### src/rtl/alu_cmd_sequencer_if.sv
// Command and result valid/ready bundle for alu_cmd_sequencer.
// master drives commands and consumes results; slave is the sequencer.
`timescale 1ns/1ps
interface alu_cmd_sequencer_if #(
  parameter int WIDTH = 8,
  parameter int SELW  = 3
);
  logic             cmd_valid;
  logic             cmd_ready;
  logic [SELW-1:0]  cmd_sel;
  logic [WIDTH-1:0] cmd_a;
  logic [WIDTH-1:0] cmd_b;
  logic             cmd_cin;
  logic             res_valid;
  logic             res_ready;
  logic [WIDTH-1:0] res_data;
  logic             res_ovf;
  logic [SELW-1:0]  res_sel;

  modport master (
    output cmd_valid, cmd_sel, cmd_a,
    output cmd_b, cmd_cin, res_ready,
    input  cmd_ready, res_valid,
    input  res_data, res_ovf, res_sel
  );

  modport slave (
    input  cmd_valid, cmd_sel, cmd_a,
    input  cmd_b, cmd_cin, res_ready,
    output cmd_ready, res_valid,
    output res_data, res_ovf, res_sel
  );
endinterface

### src/rtl/alu_cmd_sequencer.sv
// Issue stage for the 8-bit ALU: command FIFO, operand regs, result reg.
// Optional ALU_CMD_STATUS_EN adds res_zero/res_neg status flags.
`timescale 1ns/1ps
module alu_cmd_sequencer #(
  parameter int DEPTH = 4,
  parameter int WIDTH = 8,
  parameter int SELW  = 3
) (
  input  logic                     clock,
  input  logic                     reset_n,
  alu_cmd_sequencer_if.slave       bus,
  output logic [SELW-1:0]          alu_sel,
  output logic [WIDTH-1:0]         alu_a,
  output logic [WIDTH-1:0]         alu_b,
  output logic                     alu_cin,
  input  logic [WIDTH-1:0]         alu_out,
  input  logic                     alu_ovf,
`ifdef ALU_CMD_STATUS_EN
  output logic                     res_zero,
  output logic                     res_neg,
`endif
  output logic [$clog2(DEPTH):0]   fifo_count
);
  localparam int AW = $clog2(DEPTH);

  typedef struct packed {
    logic [SELW-1:0]  sel;
    logic [WIDTH-1:0] a;
    logic [WIDTH-1:0] b;
    logic             cin;
  } cmd_t;

  typedef enum logic {IDLE, EXEC} state_t;

  cmd_t          mem [DEPTH];
  logic [AW-1:0] wr_ptr;
  logic [AW-1:0] rd_ptr;
  state_t        state;
  logic          push;
  logic          pop;
  logic          ovf_ok;

  assign bus.cmd_ready = fifo_count != (AW+1)'(DEPTH);
  assign push = bus.cmd_valid && bus.cmd_ready;
  assign pop  = (state == IDLE) && (fifo_count != '0)
             && (!bus.res_valid || bus.res_ready);
  // only add/sub produce a defined carry
  assign ovf_ok = alu_sel[SELW-1:1] == '0;

  always_ff @(posedge clock) begin
    if (push)
      mem[wr_ptr] <= '{sel: bus.cmd_sel,
                       a:   bus.cmd_a,
                       b:   bus.cmd_b,
                       cin: bus.cmd_cin};
  end

  always_ff @(posedge clock or negedge reset_n) begin
    if (!reset_n) begin
      wr_ptr     <= '0;
      rd_ptr     <= '0;
      fifo_count <= '0;
    end else begin
      if (push) wr_ptr <= wr_ptr + AW'(1);
      if (pop)  rd_ptr <= rd_ptr + AW'(1);
      unique case ({push, pop})
        2'b10:   fifo_count <= fifo_count + 1'b1;
        2'b01:   fifo_count <= fifo_count - 1'b1;
        default: fifo_count <= fifo_count;
      endcase
    end
  end

  always_ff @(posedge clock or negedge reset_n) begin
    if (!reset_n) begin
      state         <= IDLE;
      alu_sel       <= '0;
      alu_a         <= '0;
      alu_b         <= '0;
      alu_cin       <= 1'b0;
      bus.res_valid <= 1'b0;
      bus.res_data  <= '0;
      bus.res_ovf   <= 1'b0;
      bus.res_sel   <= '0;
`ifdef ALU_CMD_STATUS_EN
      res_zero      <= 1'b0;
      res_neg       <= 1'b0;
`endif
    end else begin
      if (bus.res_valid && bus.res_ready)
        bus.res_valid <= 1'b0;
      unique case (state)
        IDLE: begin
          if (pop) begin
            alu_sel <= mem[rd_ptr].sel;
            alu_a   <= mem[rd_ptr].a;
            alu_b   <= mem[rd_ptr].b;
            alu_cin <= mem[rd_ptr].cin;
            state   <= EXEC;
          end
        end
        EXEC: begin
          bus.res_data  <= alu_out;
          bus.res_sel   <= alu_sel;
          bus.res_ovf   <= ovf_ok & alu_ovf;
          bus.res_valid <= 1'b1;
`ifdef ALU_CMD_STATUS_EN
          res_zero      <= alu_out == '0;
          res_neg       <= alu_out[WIDTH-1];
`endif
          state         <= IDLE;
        end
        default: state <= IDLE;
      endcase
    end
  end
endmodule

### src/flat_wrapper.sv
// flat-port wrapper written by rule: the top's interface ports become plain ports
module alu_cmd_sequencer_flat 
#(
  parameter int DEPTH = 4,
  parameter int WIDTH = 8,
  parameter int SELW  = 3
)
  (clock, reset_n, alu_sel, alu_a, alu_b, alu_cin, alu_out, alu_ovf, fifo_count, bus_cmd_valid, bus_cmd_sel, bus_cmd_a, bus_cmd_b, bus_cmd_cin, bus_res_ready, bus_cmd_ready, bus_res_valid, bus_res_data, bus_res_ovf, bus_res_sel);
  alu_cmd_sequencer_if #(.WIDTH(WIDTH), .SELW(SELW)) bus_i ();
  input  logic clock;
  input  logic reset_n;
  output logic [SELW-1:0] alu_sel;
  output logic [WIDTH-1:0] alu_a;
  output logic [WIDTH-1:0] alu_b;
  output logic alu_cin;
  input  logic [WIDTH-1:0] alu_out;
  input  logic alu_ovf;
  output logic [$clog2(DEPTH):0] fifo_count;
  input wire logic [$bits(bus_i.cmd_valid)-1:0] bus_cmd_valid;
  input wire logic [$bits(bus_i.cmd_sel)-1:0] bus_cmd_sel;
  input wire logic [$bits(bus_i.cmd_a)-1:0] bus_cmd_a;
  input wire logic [$bits(bus_i.cmd_b)-1:0] bus_cmd_b;
  input wire logic [$bits(bus_i.cmd_cin)-1:0] bus_cmd_cin;
  input wire logic [$bits(bus_i.res_ready)-1:0] bus_res_ready;
  output wire logic [$bits(bus_i.cmd_ready)-1:0] bus_cmd_ready;
  output wire logic [$bits(bus_i.res_valid)-1:0] bus_res_valid;
  output wire logic [$bits(bus_i.res_data)-1:0] bus_res_data;
  output wire logic [$bits(bus_i.res_ovf)-1:0] bus_res_ovf;
  output wire logic [$bits(bus_i.res_sel)-1:0] bus_res_sel;
  assign bus_i.cmd_valid = bus_cmd_valid;
  assign bus_i.cmd_sel = bus_cmd_sel;
  assign bus_i.cmd_a = bus_cmd_a;
  assign bus_i.cmd_b = bus_cmd_b;
  assign bus_i.cmd_cin = bus_cmd_cin;
  assign bus_i.res_ready = bus_res_ready;
  assign bus_cmd_ready = bus_i.cmd_ready;
  assign bus_res_valid = bus_i.res_valid;
  assign bus_res_data = bus_i.res_data;
  assign bus_res_ovf = bus_i.res_ovf;
  assign bus_res_sel = bus_i.res_sel;
  alu_cmd_sequencer #(.DEPTH(DEPTH), .WIDTH(WIDTH), .SELW(SELW)) u_core (.clock(clock), .reset_n(reset_n), .bus(bus_i), .alu_sel(alu_sel), .alu_a(alu_a), .alu_b(alu_b), .alu_cin(alu_cin), .alu_out(alu_out), .alu_ovf(alu_ovf), .fifo_count(fifo_count));
endmodule
### config.mk
export PLATFORM = sky130hd
export DESIGN_NAME = alu_cmd_sequencer_flat
export DESIGN_NICKNAME = d
export VERILOG_FILES = /design/src/rtl/alu_cmd_sequencer_if.sv /design/src/rtl/alu_cmd_sequencer.sv /design/src/flat_wrapper.sv
export SDC_FILE = /design/constraint.sdc
export NUM_CORES = 1
export LEC_CHECK = 0
export CAP_MARGIN = 20
export CORE_AREA = 4 4 104 106
export DETAILED_ROUTE_END_ITERATION = 10
export DIE_AREA = 0 0 108 110
export PLACE_DENSITY = 0.8
export SLEW_MARGIN = 40
export SYNTH_ARGS = -nofsm -noshare
export SYNTH_HDL_FRONTEND = slang
export SYNTH_SLANG_ARGS = --single-unit
### constraint.sdc
create_clock -name clock -period 2.08 [get_ports clock]
set_input_delay 0.208 -clock clock [delete_from_list [all_inputs] [get_ports clock]]
set_output_delay 0.208 -clock clock [all_outputs]
set_load 0.05 [all_outputs]
# ---- Word-level counts from Yosys, hierarchy flattened
# Memory sizes are Yosys's and may differ from the RTL's. A register that Yosys moved wholly into a read port is not among the register bits.
# Cells that the tools add are included.
dict set report classes {
  mux 7
  addsub 4
  magnitude_cmp 0
  n_shift 0
  mul 0
  reduce_logical 12
  n_eq_ne 3
  div 0
  bitwise 2
}
# op n
set op_table {}
lappend op_table {{$pmux 3 s2} 1}
lappend op_table {{$mux 1} 5}
lappend op_table {{$add 2x1->2 const B} 2}
lappend op_table {{$logic_and 1x1->1} 4}
lappend op_table {{$reduce_bool 2->1} 2}
lappend op_table {{$add 3x1->3 const B} 1}
lappend op_table {{$ne 3x3->1 const B} 1}
lappend op_table {{$reduce_bool 3->1} 1}
lappend op_table {{$sub 3x1->3 const B} 1}
lappend op_table {{$eq 2x1->1 const B} 1}
lappend op_table {{$eq 2x2->1 const B} 1}
lappend op_table {{$logic_not 1->1} 2}
lappend op_table {{$logic_not 2->1} 1}
lappend op_table {{$pmux 1 s2} 1}
lappend op_table {{$reduce_and 2->1} 1}
lappend op_table {{$and 1x1->1} 1}
lappend op_table {{$logic_or 1x1->1} 1}
lappend op_table {{$not 1->1} 1}
dict set report totals {
  latch_bits 0
  regBits 21
  n_memories 1
  ram_bits 80
  output_inout_bits 37
  romBits 0
}
# memory depth word_bits read_ports rd_ports_with_merged_regs wr line
set memory_table {}
lappend memory_table {u_core.mem 4 20 1 1 1 alu_cmd_sequencer.sv:35} ;# cmd_t mem [DEPTH];

# ---- Longest topological paths before layout
# Gate-level depths: netlist of run 1.
dict set report logic_depth {
  depth_word 5
  ltp_mapped 8
}

# ---- Least setup slack after synthesis of run 1
# OpenSTA, ideal clock, no wires.
dict set report synth_timing {
  path_kind {register to register}
  startpoint {register u_core.fifo_count[2]}
  endpoint {register u_core.fifo_count[1]}
  t_arrival_ps 2299
  synth_period_minus_slack_ps 2424
  path_slack_ps -344
  setup_ps 125
  path_stages_with_launch 7
  path_cell_list {dfrtp_1 -> or3b_4 -> and2_4 -> inv_1 -> ha_1 -> fa_1 -> mux2_2}
}
dict set report synth_via {
  word_cells_on_any_way 9
  classes_between {eq/ne (3); mux (1); reduce/logical (5)}
}
# element line
set synth_rtl {}
lappend synth_rtl {{start, declared} alu_cmd_sequencer.sv:22} ;# output logic [$clog2(DEPTH):0] fifo_count
lappend synth_rtl {{start signal, assigned} alu_cmd_sequencer.sv:67} ;# 2'b10: fifo_count <= fifo_count + 1'b1;
lappend synth_rtl {{start signal, assigned} alu_cmd_sequencer.sv:68} ;# 2'b01: fifo_count <= fifo_count - 1'b1;
lappend synth_rtl {{start signal, assigned} alu_cmd_sequencer.sv:69} ;# default: fifo_count <= fifo_count;
lappend synth_rtl {{$ne 3x3->1 *} alu_cmd_sequencer.sv:43} ;# assign bus.cmd_ready = fifo_count != (AW+1)'(DEPTH);
lappend synth_rtl {{via bus_cmd_ready} flat_wrapper.sv:25} ;# output wire logic [$bits(bus_i.cmd_ready)-1:0] bus_cmd_ready;
lappend synth_rtl {{$logic_and 1x1->1 *} alu_cmd_sequencer.sv:44} ;# assign push = bus.cmd_valid && bus.cmd_ready;
lappend synth_rtl {{$eq 2x1->1 or $eq 2x2->1 (tied branches)} alu_cmd_sequencer.sv:66} ;# unique case ({push, pop})
lappend synth_rtl {{$pmux 3 s2 or $reduce_bool 2->1 (tied branches)} -}
# The timed path passes the listed nets; every way through them passes the cells marked *.
# A chain may end at the register's enable or synchronous reset.

# ---- Worst setup path after layout of run 1
dict set report layout_timing {
  startpoint {register u_core.fifo_count[1]}
  endpoint {register u_core.fifo_count[1]}
}
dict set report layout_via {
  elab_chain_len 5
  word_cells_on_any_way 11
  classes_between {add/sub (2); eq/ne (3); mux (1); reduce/logical (5)}
}
# element line
set layout_rtl {}
lappend layout_rtl {{$reduce_bool 3->1} alu_cmd_sequencer.sv:45} ;# assign pop = (state == IDLE) && (fifo_count != '0)
lappend layout_rtl {{$logic_and 1x1->1} alu_cmd_sequencer.sv:45}
lappend layout_rtl {{$logic_and 1x1->1} alu_cmd_sequencer.sv:46} ;# && (!bus.res_valid || bus.res_ready);
lappend layout_rtl {{$eq 2x1->1 or $eq 2x2->1 (tied branches)} alu_cmd_sequencer.sv:66}
lappend layout_rtl {{$pmux 3 s2 or $reduce_bool 2->1 (tied branches)} -}
# Several ways; a longest one is shown, not always the timed one.

==> flow_summary.json, run 1 <==
{
  "wl_per_cell_um": 18.2,
  "tightestPinTransition_ps": 516,
  "area_delta_synth_final_pct": 33.2,
  "track_usage_pct": 15.2,
  "relSlewSlack_pct": 65.5,
  "grt_pass1_vias": 2460,
  "via_count": 2282,
  "syn_area_um2": 4640,
  "globalplace.congestion": 0.649,
  "p_leak_nw": 2.31,
  "cp-start-kind": "register",
  "avgSynthCellArea_um2": 21.9,
  "clock_sinks": 121,
  "synth-seq-cells": 121,
  "cts_tree": "done",
  "period_share_pct": 97.2,
  "nNetsFinal": 347,
  "synth_nets": 251,
  "synth_top_cell_by_area": "edfxtp_1",
  "holdCritPathClass": "in2async",
  "core-area_um2": 9770,
  "rsz0062_at_grt": "false",
  "fin_util_pct": 63.3,
  "cp-end-kind": "register",
  "fmax_ghz": 0.495,
  "placed_area_um2": 5570,
  "drt_first_pass_iters": 4,
  "htreeDepth": 4,
  "drc_errors": 0,
  "required_ps": 2470,
  "num-fill-cells": 706,
  "stdcell_count": 454,
  "ys_top_cells_by_area": "edfxtp_1 (52%), dfrtp_1 (22%), mux4_2 (9.7%)",
  "whs_ps": 199,
  "clk_latency_ps": 510,
  "die-height_um": 110,
  "postRouteAntennaNets": 0,
  "initial_core_util_pct": 47.5,
  "num_rows": 36,
  "design_area_um2": 6180,
  "cts_root_buf": "clkbuf_8",
  "yosysMostFrequentCell": "edfxtp_1",
  "synth_cell_types": 24,
  "place_inst": 418,
  "power-per-cell-area_nw_per_um2": 1810,
  "period_needed_ps": 2020,
  "cts_buffer_depth": 2,
  "dpl.hpwl_um": 5060,
  "hold_viol": 0,
  "port_buffers": 69,
  "clock_skew_ps": 8.67,
  "async_flop_share_pct": 33.9,
  "slew_viol_final": 0,
  "seq_area_frac_synth_pct": 73.8,
  "netlist_top_cells_count": "edfxtp_1 (80), dfrtp_1 (41), mux4_2 (20)",
  "syn_inst": 212,
  "drive_gt1_share_pct": 34.9,
  "setup_viol_count_final": 0,
  "grt_pass1_wl_um": 13100,
  "synth_edf_count": 80,
  "path_max_fanout": 6,
  "maxCapViolCount": 0,
  "die_area_um2": 11900,
  "netlist.area_leader.share_pct": 51.7,
  "clkSlewWorstSetupHoldPaths_ps": 60,
  "synth-main-ff-cell": "edfxtp_1",
  "antennaDiodeCount": 0,
  "fin_tns_setup_ps": 0,
  "ios": 70,
  "wirelength_um": 8280,
  "cp.arrival_ps": 2410,
  "numCtsBuffers": 17,
  "ys_warn_count": 0,
  "critPathKind": "reg2reg",
  "outcome": "finished clean",
  "antenna_found_initial": 0,
  "grt_start_max_net_pins": 23,
  "grt-ovfl-total": 0,
  "drtIter0Drc": 53,
  "ir_worst_vdd_mv": 0.728,
  "die_w_um": 108,
  "viasPerCell": 5.03
}
-- layout make-up --
class | instances | area, µm² | area share, %
Clock buffer | 20 | 435 | 7.04
Clock inverter | 12 | 150 | 2.43
Inverter | 3 | 11.3 | 0.182
Multi-Input combinational cell | 80 | 1170 | 18.9
Sequential cell | 121 | 3430 | 55.5
Tap cell | 133 | 166 | 2.69
Timing Repair Buffer | 85 | 816 | 13.2
-- power by group --
| group | internal, mW | switching, mW |
|---|---|---|
| clock | 1.85 | 0.986 |
| combinational | 2.10 | 2.54 |
| sequential | 3.37 | 0.341 |
| total | 7.31 | 3.86 |
-- metrics by stage --
| step | setup WS [ps] | power (mW) |
|---|---|---|
| after floorplan | -124 | 7.03 |
| final | 57.8 | 11.2 |
| after global placement | 36.9 | 8.28 |
| after detailed placement | 19.7 | 8.41 |
| after global routing | 1.23 | 11.7 |
| after CTS | 4.27 | 11.3 |
-- flip-flops by register name, indices dropped and copies added (netlist names) --
| name | count |
|---|---|
| u_core.state | 1 |
| u_core.alu_a | 8 |
| u_core.bus.res_ovf | 1 |
| u_core.alu_b | 8 |
| u_core.bus.res_sel | 3 |
| u_core.bus.res_data | 8 |
| u_core.fifo_count | 3 |
| u_core.bus.res_valid | 1 |
| u_core.alu_cin | 1 |
| u_core.mem | 80 |
| u_core.rd_ptr | 2 |
| u_core.alu_sel | 3 |
| u_core.wr_ptr | 2 |
-- path summary, 6_finish.rpt --
kind	startpoint	end	slack (ps)	cells after the start
max in group asynchronous	reset_n	u_core.bus.res_valid$_DFFE_PN0P_	1360	3
worst max register to register	u_core.fifo_count[1]$_DFFE_PN0P_	u_core.fifo_count[1]$_DFFE_PN0P_	60	6
worst min register to register	u_core.bus.res_data[4]$_DFFE_PN0P_	u_core.bus.res_data[4]$_DFFE_PN0P_	500	1
worst max-delay path	u_core.fifo_count[1]$_DFFE_PN0P_	u_core.fifo_count[1]$_DFFE_PN0P_	60	6
worst min-delay path	reset_n	u_core.alu_a[1]$_DFFE_PN0P_	200	2
min in group clock	alu_out[5]	u_core.bus.res_data[5]$_DFFE_PN0P_	320	2
-- per-layer routing --
metal / wire, µm / share of wire [%] / GRT usage [%]
met5: 0 / 0 / 0
met4: 108 / 1.3 / 7.03
met3: 462 / 5.6 / 4.54
met2: 4310 / 52 / 25.1
met1: 3400 / 41 / 18.4
-- cell usage in the layout (no fill, tap or decap), types with 2 or more instances in the layout --
cell and instances:
clkbuf_1 2, xor2_1 3, xnor2_1 3, bufinv_16 3, mux2_2 14, dfrtp_2 4
buf_4 14, and3_1 4, mux2_4 20, edfxtp_1 80, clkbuf_8 2, dfrtp_1 37
clkdlybuf4s50_1 67, clkinvlp_4 5, mux4_2 20, ha_1 4, clkinv_2 2, inv_1 2
clkbuf_16 16
-- critical path, stage by stage, from the launching register on --
cell and delay (ps):
dfrtp_2 440, or3b_4 440, and2_4 170, inv_2 60, ha_4 130, fa_1 390, mux2_4 270
-- timing repair --
action | CTS | global route
hold buffers | 1 | 0
setup endpoints to repair | 1 | 3
endpoints found under the hold margin | 19 | 0
resized for setup | 1 | 2
buffers inserted | 0 | 3
pin swaps | 0 | 1
-- cell families after synthesis --
logic type / after synthesis / share of synthesized area, %
flops: 121 / 73.8
mux: 54 / 19.5
simple gates: 14 / 2.34
buf+inv: 11 / 1.43
xor+xnor: 6 / 1.13
fa+ha+maj: 6 / 1.78
(Power assumes the default switching activity.)
==> run 2: changes to the inputs <==
--- a/config.mk
+++ b/config.mk
@@ -9,7 +9,8 @@
 export CORE_AREA = 4 4 104 106
 export DETAILED_ROUTE_END_ITERATION = 10
 export DIE_AREA = 0 0 108 110
-export PLACE_DENSITY = 0.8
+export MAX_ROUTING_LAYER = met4
+export PLACE_DENSITY = 0.74
 export SLEW_MARGIN = 40
 export SYNTH_ARGS = -nofsm -noshare
 export SYNTH_HDL_FRONTEND = slang
==> run 2 against run 1 <==
Net effect: sequential power hardly changed; final cell count is 0.66% lower; via count is 1.5% lower; hold slack better by 120 ps; largest power group unchanged.
==> flow_summary.json, run 2 (synthesis gave the netlist of run 1 again) <==
{
  "p_leak_nw": 2.31,
  "core-area_um2": 9770,
  "fmax_ghz": 0.500,
  "grt_pass1_vias": 2556,
  "path_cells": "or3b_4, and2_4, inv_2, ha_4, fa_1, mux2_4",
  "htreeDepth": 4,
  "drive_gt1_share_pct": 35.5,
  "nNetsFinal": 344,
  "design_area_um2": 6180,
  "cp.arrival_ps": 2390,
  "layout_common_cells": "edfxtp_1 (80), clkdlybuf4s50_1 (67), dfrtp_1 (36)",
  "clock_skew_ps": 5.20,
  "cts_setup_buffers": 0,
  "via_count": 2248,
  "slew_viol_final": 0,
  "track_usage_pct": 16.1,
  "outcome": "finished clean",
  "placed_area_um2": 5570,
  "die_area_um2": 11900,
  "drt_first_pass_iters": 4,
  "clkSlewWorstSetupHoldPaths_ps": 50,
  "tightestPinTransition_ps": 544,
  "grt_pass1_wl_um": 13300,
  "fin_util_pct": 63.2,
  "clk_latency_ps": 500,
  "ios": 70,
  "period_needed_ps": 2000,
  "postRouteAntennaNets": 0,
  "cp-end-kind": "register",
  "die-height_um": 110,
  "area_delta_synth_final_pct": 33.0,
  "relSlewSlack_pct": 63.7,
  "hold_viol": 0,
  "port_buffers": 69,
  "numCtsBuffers": 17,
  "dpl.hpwl_um": 4970,
  "cts_root_buf": "clkbuf_8",
  "grt_start_max_net_pins": 42,
  "layout_commonest_cell": "edfxtp_1",
  "globalplace.congestion": 0.670,
  "antennaDiodeCount": 0,
  "rsz0062_at_grt": "false",
  "setup_viol_count_final": 0,
  "largest_reg_flops": 80,
  "cts_buffer_depth": 2,
  "critPathMaxStageDelay_ps": 440,
  "slowest_stage": "dfrtp_2",
  "drtIter0Drc": 100,
  "wirelength_um": 8370,
  "regToRegStartpoint": "u_core.fifo_count[1]$_DFFE_PN0P_",
  "path_max_fanout": 5,
  "reg2reg_setup_slack_ps": 80,
  "ir_worst_vdd_mv": 0.704,
  "regMostFlops": "u_core.mem",
  "die_w_um": 108,
  "num_rows": 36,
  "critPathKind": "reg2reg",
  "clock_sinks": 121,
  "r2r_cells": 6,
  "holdCritPathClass": "in2async",
  "period_share_pct": 96.1,
  "cts_tree": "done",
  "initial_core_util_pct": 47.5,
  "power-per-cell-area_nw_per_um2": 1820,
  "r2r-end": "u_core.fifo_count[1]$_DFFE_PN0P_",
  "maxCapViolCount": 0,
  "wl_per_cell_um": 18.6,
  "grt-ovfl-total": 0,
  "drc_errors": 0,
  "required_ps": 2470,
  "viasPerCell": 4.98,
  "cp-start-kind": "register",
  "antenna_found_initial": 0
}
run 2: cell count changes in the layout (fill, tap and decap cells not counted):
cell	previous run	this run
clkinv_2	2	6
dfrtp_1	37	36
clkbuf_2	1	0
nor2b_2	0	1
nor2b_1	1	0
clkinv_4	1	0
clkbuf_8	2	1
clkbuf_1	2	1
buf_4	14	11
clkinv_1	1	0
clkinvlp_4	5	4
bufinv_16	3	4
buf_2	1	2
dfrtp_2	4	5
run 2: repair_timing:
| item | 4_1_cts | 5_1_grt |
|---|---|---|
| hold buffers | 1 | 0 |
| cloned | 0 | 0 |
| endpoints found under the hold margin | 41 | 0 |
| endpoints found under the setup margin | 1 | 2 |
| gates resized for setup | 3 | 3 |
run 2: through the flow:
step | TNS (ps) | worst slack (ps) | power, mW | std cells | hold WS [ps]
2_1_floorplan | -244 | -124 | 7.03 | 212 | -87.6
3_3_place_gp | -87.5 | -72.5 | 8.33 | 418 | 320
3_5_place_dp | -133 | -79.1 | 8.44 | 418 | 323
4_1_cts | 0 | 5.32 | 11.4 | 451 | 298
5_1_grt | 0 | 10.0 | 11.8 | 451 | 308
6_report | 0 | 80.3 | 11.3 | 451 | 322
run 2: how the worst max path moves through the flow:
| stage | startpoint | endpoint | cells past startpoint | slack, ps |
|---|---|---|---|---|
| floorplan | u_core.fifo_count[1]$_DFFE_PN0P_ | u_core.fifo_count[1]$_DFFE_PN0P_ | 6 | -120 |
| global placement | bus_res_ready | u_core.fifo_count[2]$_DFFE_PN0P_ | 8 | -70 |
| detailed placement | bus_res_ready | u_core.fifo_count[2]$_DFFE_PN0P_ | 8 | -80 |
| CTS | u_core.fifo_count[1]$_DFFE_PN0P_ | bus_cmd_ready | 3 | 5 |
| global route | u_core.fifo_count[1]$_DFFE_PN0P_ | u_core.fifo_count[1]$_DFFE_PN0P_ | 6 | 10 |
| finish | u_core.fifo_count[1]$_DFFE_PN0P_ | u_core.fifo_count[1]$_DFFE_PN0P_ | 6 | 80 |
run 2: report_power, final:
group          switching [mW]  internal (mW)  total [mW]
sequential              0.365           3.37        3.73
combinational            2.52           2.09        4.61
clock                   0.991           1.93        2.92
total                    3.88           7.38        11.3
run 2: per-layer routing:
layer	up-vias	share of wire [%]	GRT usage, %
met5	-	0	-
li1	1016	-	-
met3	11	4.2	3.90
met2	63	54	27.2
met1	1158	40	18.1
met4	0	1.8	7.57
run 2: final cells by class:
class | count | area, µm²
clock buffers | 18 | 418
clock inverters | 14 | 180
fillers | 707 | 3600
inverters | 3 | 11.3
multi-input cells | 80 | 1170
flip-flops and latches | 121 | 3430
well taps | 133 | 166
repair buffers | 82 | 793
run 2: worst max-delay path, delay by kind of cell, from the launching register on:
family / cells / cell delay [ps]
buf+inv: 1 / 60
fa+ha+maj: 2 / 530
simple gates: 2 / 570
flops: 1 / 440
mux: 1 / 280
